File: config.mk
export PLATFORM = sky130hd
export DESIGN_NAME = keypad_scanner
export DESIGN_NICKNAME = d
export VERILOG_FILES = /design/src/rtl/keypad_scanner.sv
export SDC_FILE = /design/constraint.sdc
export NUM_CORES = 1
export LEC_CHECK = 0
export ABC_CLOCK_PERIOD_IN_PS = 2170
export BUFFER_PORTS_ARGS = -buffer_cell sky130_fd_sc_hd__buf_4
export CAP_MARGIN = 0
export CORE_MARGIN = 4
export CORE_UTILIZATION = 53
export DETAILED_ROUTE_END_ITERATION = 12
export GPL_TIMING_DRIVEN = 1
export PLACE_DENSITY = 0.77
export SLEW_MARGIN = 20
export SYNTH_ARGS = -nofsm -noshare
export SYNTH_HDL_FRONTEND = slang
export SYNTH_SLANG_ARGS = --single-unit
File: constraint.sdc
create_clock -name clk -period 2.17 [get_ports clk]
set_input_delay 0.434 -clock clk [delete_from_list [all_inputs] [get_ports clk]]
set_output_delay 0.434 -clock clk [all_outputs]
set_load 0.005 [all_outputs]
File: src/rtl/keypad_scanner.sv
// rtl/keypad_scanner.sv - 4x4 matrix keypad scanner with debounce and valid/read handshake (optional row synchronizer: KEYPAD_ROW_SYNC_EN)
module keypad_scanner #(
    parameter int SCAN_DIV        = 4,
    parameter int DEBOUNCE_CYCLES = 8
) (
    input  logic       clk,
    input  logic       nRST,
    input  logic [3:0] RowIn,
    output logic [3:0] ColOut,
    input  logic       key_read,
    output logic       key_valid,
    output logic [3:0] key_code,
    output logic       key_pressed
);

    localparam int DW = $clog2(SCAN_DIV);
    localparam int CW = $clog2(DEBOUNCE_CYCLES + 1);

    localparam logic [DW-1:0] DIV_LAST = DW'(SCAN_DIV - 1);
    localparam logic [CW-1:0] CNT_MAX  = CW'(DEBOUNCE_CYCLES);
    localparam logic [CW-1:0] CNT_LAST = CW'(DEBOUNCE_CYCLES - 1);

    typedef enum logic [1:0] {
        SCAN     = 2'd0,
        DEBOUNCE = 2'd1,
        VALID    = 2'd2,
        RELEASE  = 2'd3
    } state_t;

    state_t          state, state_n;
    logic [1:0]      col, col_n;
    logic [DW-1:0]   div, div_n;
    logic [CW-1:0]   cnt, cnt_n;
    logic [1:0]      row_lat, row_n;
    logic [3:0]      code_r, code_n;

    logic [3:0]      rows;
    logic [1:0]      hit_row;
    logic            any_low;
    logic            row_bit;

`ifdef KEYPAD_ROW_SYNC_EN
    logic [3:0] sync1;
    logic [3:0] sync2;

    // Two-flop synchronizer; idle value is "no key" so reset cannot fake a press
    always_ff @(posedge clk or negedge nRST) begin
        if (!nRST) begin
            sync1 <= 4'b1111;
            sync2 <= 4'b1111;
        end else begin
            sync1 <= RowIn;
            sync2 <= sync1;
        end
    end

    assign rows = sync2;
`else
    assign rows = RowIn;
`endif

    assign any_low = ~&rows;
    assign row_bit = rows[row_lat];

    // Lowest-index closed row wins when several rows are low together
    always_comb begin
        hit_row = 2'd3;
        if (!rows[0]) begin
            hit_row = 2'd0;
        end else if (!rows[1]) begin
            hit_row = 2'd1;
        end else if (!rows[2]) begin
            hit_row = 2'd2;
        end
    end

    // State and datapath registers; reset abandons any pending key
    always_ff @(posedge clk or negedge nRST) begin
        if (!nRST) begin
            state   <= SCAN;
            col     <= 2'd0;
            div     <= '0;
            cnt     <= '0;
            row_lat <= 2'd0;
            code_r  <= 4'd0;
        end else begin
            state   <= state_n;
            col     <= col_n;
            div     <= div_n;
            cnt     <= cnt_n;
            row_lat <= row_n;
            code_r  <= code_n;
        end
    end

    // Next-state logic: scan columns, debounce the latched key, hold it until read, wait for release
    always_comb begin
        state_n = state;
        col_n   = col;
        div_n   = div;
        cnt_n   = cnt;
        row_n   = row_lat;
        code_n  = code_r;
        case (state)
            SCAN: begin
                if (any_low) begin
                    // Column is frozen from here until the key is fully released or rejected
                    row_n   = hit_row;
                    cnt_n   = '0;
                    state_n = DEBOUNCE;
                end else if (div == DIV_LAST) begin
                    div_n = '0;
                    col_n = col + 2'd1;
                end else begin
                    div_n = div + 1'b1;
                end
            end
            DEBOUNCE: begin
                if (row_bit) begin
                    // Bounce: resume scanning on the same column with a fresh dwell
                    state_n = SCAN;
                    div_n   = '0;
                end else if (cnt == CNT_MAX) begin
                    state_n = VALID;
                    code_n  = {row_lat, col};
                end else begin
                    cnt_n = cnt + 1'b1;
                end
            end
            VALID: begin
                // The press is held even if the key opens before the consumer reads it
                if (key_read) begin
                    state_n = RELEASE;
                    cnt_n   = '0;
                end
            end
            RELEASE: begin
                if (!row_bit) begin
                    cnt_n = '0;
                end else if (cnt == CNT_LAST) begin
                    // Advance past this column so a still-bouncing key is not rescanned first
                    state_n = SCAN;
                    col_n   = col + 2'd1;
                    div_n   = '0;
                end else begin
                    cnt_n = cnt + 1'b1;
                end
            end
            default: begin
                state_n = SCAN;
            end
        endcase
    end

    assign ColOut      = ~(4'b0001 << col);
    assign key_valid   = (state == VALID);
    assign key_code    = code_r;
    assign key_pressed = (state != SCAN);

endmodule

# After elaboration in Yosys (flattened, before gate mapping)

Cells that the tools add are included.

Eq/ne operators: 17
Bitwise logic cells: 3
$lt $le $gt $ge: 1
Shift-type cells: 1
Reduce and logical (&&, ||, !) cells: 11
Multiplexer cells: 28
Add/subtract/negate cells: 3

Operators by type and width:

| kind                                                | number |
|---|---|
| 2-to-1 mux 2 bit                                    | 15 |
| 2-to-1 mux 4 bit                                    | 6 |
| AND reduction 5 bit                                 | 4 |
| inequality test 2 bit, second input constant        | 9 |
| case mux 4 bit (4 select lines)                     | 1 |
| case mux 2 bit (4 select lines)                     | 1 |
| equality test 2 bit, second input constant          | 3 |
| inequality test 3 bit, second input constant        | 2 |
| case mux 2 bit (3 select lines)                     | 1 |
| adder 2 x 1 -> 2 bit, second input constant         | 2 |
| adder 4 x 1 -> 4 bit, second input constant         | 1 |
| equality test 4 x 3 -> 1 bit, second input constant | 1 |
| equality test 4 bit, second input constant          | 1 |
| inverter 4 bit                                      | 1 |
| case mux 2 bit (2 select lines)                     | 1 |
| AND reduction 4 bit                                 | 1 |
| nonzero test 2 bit                                  | 2 |
| << shifter 1 x 2 -> 4 bit, first input constant     | 1 |
| < comparator 2 x 3 -> 1 bit, second input constant  | 1 |
| AND reduction 3 bit                                 | 1 |
| nonzero test 3 bit                                  | 1 |
| binary-select mux 1 bit (select 2 bit)              | 1 |
| equality test 2 x 1 -> 1 bit, second input constant | 1 |
| zero test 2 bit                                     | 1 |
| other kinds (3)                                     | 5 |

Register bits: 16
Bits of input ports: 7
Output and inout port bits: 10
Logic and storage cells: 70

# Longest topological paths before layout

Gate-level depths: netlist of run 1.

Depth after elaboration: 4
Mapped depth: 6
Gate-level depth less buffers: 6

# Worst setup path after synthesis of run 1

Ideal clock, no wire load.

Path type: register to register
Start point: register state[0]
End point: register col[1]
Cell stages (with the launch flop): 7
Clock period less this slack: 1.781 ns
Library setup time: 0.125 ns
Path buffers: 1
Path slack: 0.389 ns
Arrival time: 1.656 ns
Required time: 2.045 ns
Path through: dfrtp_1 -> clkbuf_1 -> nor2_1 -> inv_2 -> nor3_2 -> a22o_1 -> mux2_4

Cells in the longest elaborated chain, start to end: 3
Elaborated cells on any way between the ends: 9
Classes of those cells: eq/ne: 5; mux: 1; reduce/logical: 3

Ends and longest elaborated chain:

| item                                                                                | RTL line | RTL |
|---|---|---|
| start: declaration                                                                  | 30       | `state_t state, state_n;` |
| start signal: assignment                                                            | 87       | `state <= state_n;` |
| equality test 2 bit / zero test 2 bit (equally long branches)                       | 104      | `case (state)` |
| inequality test 2 bit (no source line) / nonzero test 2 bit (equally long branches) | --       |  |
| AND reduction 5 bit (no source line)                                                | --       |  |
| end signal: assignment                                                              | 88       | `col <= col_n;` |
| end: declaration                                                                    | 31       | `logic [1:0] col, col_n;` |

Several ways; a longest one is shown, not always the timed one.
A chain may end at the register's enable or synchronous reset.

# Worst setup path in the final report of run 1

Start point: register row_lat[1]
End point: register cnt[2]

Cells in the longest elaborated chain, start to end: 4
Elaborated cells on any way between the ends: 7
Classes of those cells: eq/ne: 2; mux: 4; reduce/logical: 1

Ends and longest elaborated chain:

| item                                                                                           | RTL line | RTL |
|---|---|---|
| start: declaration                                                                             | 34       | `logic [1:0] row_lat, row_n;` |
| start signal: assignment                                                                       | 91       | `row_lat <= row_n;` |
| binary-select mux 1 bit (select 2 bit) *                                                       | 63       | `assign row_bit = rows[row_lat];` |
| 2-to-1 mux 1 bit (implied by the code) *                                                       | 63       |  |
| inequality test 3 bit (no source line), or another cell as far along                           | --       |  |
| AND reduction 5 bit (no source line) / case mux 4 bit (4 select lines) (equally long branches) | --       |  |
| end signal: assignment                                                                         | 90       | `cnt <= cnt_n;` |
| end: declaration                                                                               | 33       | `logic [CW-1:0] cnt, cnt_n;` |

Mark *: on every way between the ends. The rest lies on a longest branch, timed or not. The select of a mux whose other input is x is not followed.

==> impl_results.md, run 1 <==
* Status: finished, final reports clean
* First-pass GRT wire length at about 3.1 mm
* Fin crit share at a little under nine tenths
* Post-DR vias/cell at 5.54
* Post-synth top cells: dfrtp_1 (16), inv_1 (13), ha_1 (7)
* I/O pins at 17
* Grt ovf at 0
* Rows at 14
* Setup crit start kind: flop
* Worst path cell trace: mux4_2 -> o21a_1 -> a2111oi_2 -> o22ai_1
* Fin crit period at approximately 1900 ps
* Drt pass-1 iters at 4
* Placed insts at 118
* Sink Count at 16
* Seq/Total Area, Yosys at between 40% and 50%
* Cells after synthesis at 86
* Crit path arrival time at around 2000 ps
* Synth top area share at a little over two fifths
* Hold EP: row_lat[0]$_DFFE_PN0P_
* Pin count of the biggest net entering global routing at 17
* Fraction of registers with async set/reset at between 90% and 100%
* Worst-Skew Late Latency at 290 ps
* Core Util, Final at between 70 and 80%
* Worst Tran Pin Value at between 400 and 500 ps
* Final Hold Fails at 0
* Synth area leaders: dfrtp_1 (44%), ha_1 (9.5%), inv_1 (5.3%)
* Crit Path Class: flop to flop
* Synth cell types at 31
* WL/cell at approximately 14 um
* P per Cell Area at ~1000 nW/um^2
* DRT Wirelength at between 1.5 and 2 mm
* Area grow syn2layout at 20.7%
* Count leader, synth: dfrtp_1
* Design Area, Final at approximately 1100 um^2
* Largest area contributor in the netlist: dfrtp_1
* Initial Utilization at 58.2%
* Die height at between 40 and 50 um
* Post-Synthesis Net Count at 100
* CP Max Fanout at 6
* CTS tree: done
* Worst Hold Class: input pin to flop
* N_diodes at 0
* Non-Filler Instances at ~120
* Crit end category: flop
* Clock root cell: clkbuf_4
* Setup_tns at 0 ps
* Critical Path Max Stage Delay at 580 ps
* Crit-path slowest cell: mux4_2
* Port Buffers at 16
* Unrepaired setup endpoints after global routing: false
* Initial antenna violation count at 0
* Worst Setup SP: row_lat[1]$_DFFE_PN0P_
* Yosys reg bits at 16
* Number of global-route vias before repair at ~700
* Post-synthesis cell area at slightly above 900 um^2
* Final HPWL DP at 1.39 mm
* Max-Cap Viols at 0
* Rel. slew slack at ~73%
* Final Skew at around 12 ps
* Worst r2r dst: cnt[2]$_DFFE_PN0P_
* Worst reg2reg path startpoint: row_lat[1]$_DFFE_PN0P_
* GRT Util Overall at 16.3%
* Drt drc at 0
* Ys Warns at 0
* DR iter-0 viols at 15
* CTS H-tree depth at 1
* Main synth FF type: dfrtp_1
* Peak VDD IR at between 0.8 and 0.9 mV
* Hold Crit Start: RowIn[1]
* Layout Nets at between 100 and 150
* Clock slew at reported path FFs at approximately 100 ps
* Syn_area_per_cell at about 11 um^2
* Share of layout cells above drive strength 1 at between 30% and 40%
* Hold Path Stages at 2
* Post-synth EDFFs at 0
* DP Area at about 1100 um^2
* Fin. max-slew vios at 0
* Clk buf depth at 2
* Final setup fails at 0
* CORE AREA at between 1500 and 2000 um^2
* Via Count at 681
* Cells on worst reg2reg path at 4
* Fmax achieved at approximately 530 MHz
* Final GP Congestion at between 0.7 and 0.8
* R2r setup slk at 300 ps
* Chip width at ~50 um
* Die area at 2460 um^2
* Leakage at 0.569 nW
* CP Data Required Time at between 2000 and 2500 ps
* Post-cts resize count at 0
* TritonCTS Buffers at 3
* Routed Antenna Nets at 0
## cells in the final DEF, fill, tap and decap left out, types with 2 or more instances in the layout
cell type  instances
a21oi_1            3
buf_4             17
clkbuf_4           3
dfrtp_1           16
ha_1               7
inv_1             13
mux2_2             4
mux2i_1            3
nand2_1            5
nand3_1            4
nand4b_1           2
nor2_1             4
nor3_2             3
o211ai_1           2
o22ai_1            2
## through the flow
step	worst slack (ps)	hold WS [ps]	total power [mW]
floorplan	389	138	0.798
global placement	244	302	0.943
detailed placement	216	303	0.956
CTS	307	325	1.16
global route	214	328	1.25
finish	299	332	1.15
## report_power, final
| part | total (mW) | internal (mW) | switching, mW | leakage (nW) |
|---|---|---|---|---|
| combinational | 0.470 | 0.238 | 0.231 | 0.342 |
| sequential | 0.480 | 0.385 | 0.0949 | 0.206 |
| clock | 0.196 | 0.102 | 0.0938 | 0.0210 |
| total | 1.15 | 0.725 | 0.420 | 0.569 |
## worst max-delay path by stage
| stage | slack (ps) | endpoint |
|---|---|---|
| 6_report | 300 | cnt[2]$_DFFE_PN0P_ |
| 5_1_grt | 210 | cnt[2]$_DFFE_PN0P_ |
| 4_1_cts | 310 | cnt[2]$_DFFE_PN0P_ |
| 3_5_place_dp | 220 | cnt[2]$_DFFE_PN0P_ |
| 3_3_place_gp | 240 | col[1]$_DFFE_PN0P_ |
| 2_1_floorplan | 390 | col[1]$_DFFE_PN0P_ |
## layout make-up
cell class                      instances  area [um^2]
Clock buffer                            4         36.3
Fill cell                             116          469
Inverter                               14         52.6
Multi-Input combinational cell         55          460
Sequential cell                        16          400
Tap cell                               16         20.0
Timing Repair Buffer                   18          138
## worst max-delay path: cells and delay by family (launching register included)
kind	cells	cell delay, ps
AOI/OAI and AO/OA	3	750
muxes	1	580
DFF	1	410
## cell families after synthesis
family	synth area share, %
adder cells (fa/ha/maj)	9.55
XOR/XNOR	0.955
flip-flops	43.7
buffers and inverters	6.14
AO/OA/AOI/OAI	11.9
AND/OR/NAND/NOR	15.6
multiplexers	12.3
## flip-flops by register name (all words and copies together), names as in the netlist, named ones only
register / count
col: 2
key_code: 4
state: 1
row_lat: 2
cnt: 4
div: 2
## per-layer routing
| layer | global-route usage (%) | part of all wire, % | up-vias |
|---|---|---|---|
| met5 | 0 | 0 | - |
| met4 | 8.29 | 1.9 | 0 |
| met3 | 2.11 | 5.4 | 4 |
| met2 | 25.8 | 46 | 22 |
| met1 | 21.8 | 46 | 311 |
| li1 | - | - | 344 |
## repair_timing
item	in CTS	in global routing
hold buffers	1	0
hold endpoints to repair	16	0
buffers inserted	0	0
(Power assumes the default switching activity.)
==> run 2, diff against run 1 <==
--- a/config.mk
+++ b/config.mk
@@ -12,8 +12,8 @@
 export CORE_UTILIZATION = 53
 export DETAILED_ROUTE_END_ITERATION = 12
 export GPL_TIMING_DRIVEN = 1
+export MAX_ROUTING_LAYER = met4
 export PLACE_DENSITY = 0.77
-export SLEW_MARGIN = 20
 export SYNTH_ARGS = -nofsm -noshare
 export SYNTH_HDL_FRONTEND = slang
 export SYNTH_SLANG_ARGS = --single-unit
==> impl_results.md, run 2 (same netlist as run 1, synthesis figures left out) <==
* Status: finished, final reports clean
* Non-Filler Instances at roughly 120
* Worst path cell trace: mux4_2 -> o21a_1 -> a2111oi_2 -> o22ai_1
* Clock network power share at 17.2%
* Final Hold Fails at 0
* Sequential power share at 41.9%
* Fin crit period at 1870 ps
* Number of global-route vias before repair at 684
* Die height at approximately 50 um
* Final setup fails at 0
* WL/cell at roughly 14 um
* Max-Cap Viols at 0
* Critical Path Max Stage Delay at 580 ps
* Crit-path slowest cell: mux4_2
* Final total power at around 1.1 mW
* Cells on worst reg2reg path at 4
* Via Count at slightly below 700
* Clk buf depth at 2
* Unrepaired setup endpoints after global routing: false
* Crit path arrival time at 2030 ps
* Initial Utilization at roughly three fifths
* Final Skew at around 13 ps
* DR iter-0 viols at 15
* N_diodes at 0
* Final HPWL DP at 1.39 mm
* Crit Path Class: flop to flop
* Chip width at 49.6 um
* Layout Nets at around 120
* Pin count of the biggest net entering global routing at 17
* CTS Hold Bufs at 1
* Rel. slew slack at 73.2%
* Area grow syn2layout at 20.7%
* Leakage at roughly 0.57 nW
* Fmax achieved at approximately 530 MHz
* Die area at between 2000 and 2500 um^2
* DRT Wirelength at ~1.8 mm
* Sink Count at 16
* Worst reg2reg path startpoint: row_lat[1]$_DFFE_PN0P_
* Share of layout cells above drive strength 1 at between 30% and 40%
* Post-cts resize count at 0
* Sw Ratio at 36.8%
* Post-DR vias/cell at approximately 5.6
* Setup crit start kind: flop
* Worst Tran Pin Value at between 400 and 500 ps
* Worst Hold Class: input pin to flop
* Initial antenna violation count at 0
* Design Area, Final at 1110 um^2
* Drt pass-1 iters at 4
* First-pass GRT wire length at slightly above 3 mm
* Setup_tns at 0 ps
* Core Util, Final at 70.2%
* Internal at between 700 and 800 uW
* Most common cell after layout, fill and taps aside: buf_4
* Grt ovf at 0
* Hold Crit Start: RowIn[1]
* Fin. max-slew vios at 0
* Commonest cells after routing, fill and taps aside: buf_4 (17), dfrtp_1 (16), inv_1 (13), ha_1 (7), nand2_1 (5)
* Worst Setup SP: row_lat[1]$_DFFE_PN0P_
* Routed Antenna Nets at 0
* CP Data Required Time at between 2000 and 2500 ps
* CP Max Fanout at 6
* Drt drc at 0
* Port Buffers at 16
* P per Cell Area at 1040 nW/um^2
* Post-route worst setup slack at just under 300 ps
* Clock slew at reported path FFs at approximately 100 ps
* CORE AREA at between 1500 and 2000 um^2
* Comb pwr share at between 40% and 50%
* Peak VDD IR at between 0.8 and 0.9 mV
* DP Area at 1060 um^2
* Final GP Congestion at ~0.74
* GRT Util Overall at between 10% and 20%
* Clock root cell: clkbuf_4
* Placed insts at 118
* Hold Path Stages at 2
* Post-CTS setup buffers at 0
* CTS H-tree depth at 1
* I/O pins at 17
* Worst Hold Slack at between 300 and 400 ps
* Rows at 14
* Crit end category: flop
* Post-Place Worst Slack at about 220 ps
* CTS tree: done
* Fin crit share at a little under nine tenths
* Worst-Skew Late Latency at about 290 ps
* Net Sw Power at 422 uW
* TritonCTS Buffers at 3
-- run 2: cell counts in the layout (fill, tap and decap cells not counted) --
Identical to the previous run, type by type.
-- run 2: final cells by class --
class,instances,area (um^2)
multi-input cells,55,460
repair buffers,18,138
fillers,116,469
well taps,16,20.0
clock buffers,4,36.3
flip-flops and latches,16,400
inverters,14,52.6
-- run 2: power groups by stage --
stage / clock network, mW / logic [mW] / registers (mW)
CTS: 0.204 / 0.475 / 0.479
finish: 0.197 / 0.470 / 0.480
global route: 0.220 / 0.534 / 0.494
floorplan: 0 / 0.345 / 0.453
global placement: 0 / 0.460 / 0.482
detailed placement: 0 / 0.472 / 0.484
-- run 2: worst max-delay path, delay by kind of cell, from the launching register on --
family	cells	cell delay (ps)
compound gates	3	750
mux	1	580
flops	1	410
-- run 2: final timing paths --
path | to | slack, ps
max | cnt[2]$_DFFE_PN0P_ | 300
min | row_lat[0]$_DFFE_PN0P_ | 330
max reg2reg | cnt[2]$_DFFE_PN0P_ | 300
min reg2reg | div[0]$_DFFE_PN0P_ | 510
max in group asynchronous | cnt[0]$_DFFE_PN0P_ | 1440
min in group asynchronous | col[1]$_DFFE_PN0P_ | 530
-- run 2: metal layers --
layer / vias up / part of all wire, % / track usage [%]
met3: 4 / 5.0 / 1.81
met5: - / 0 / -
met2: 22 / 47 / 25.8
met1: 315 / 47 / 22.0
li1: 344 / - / -
met4: 0 / 1.9 / 8.29
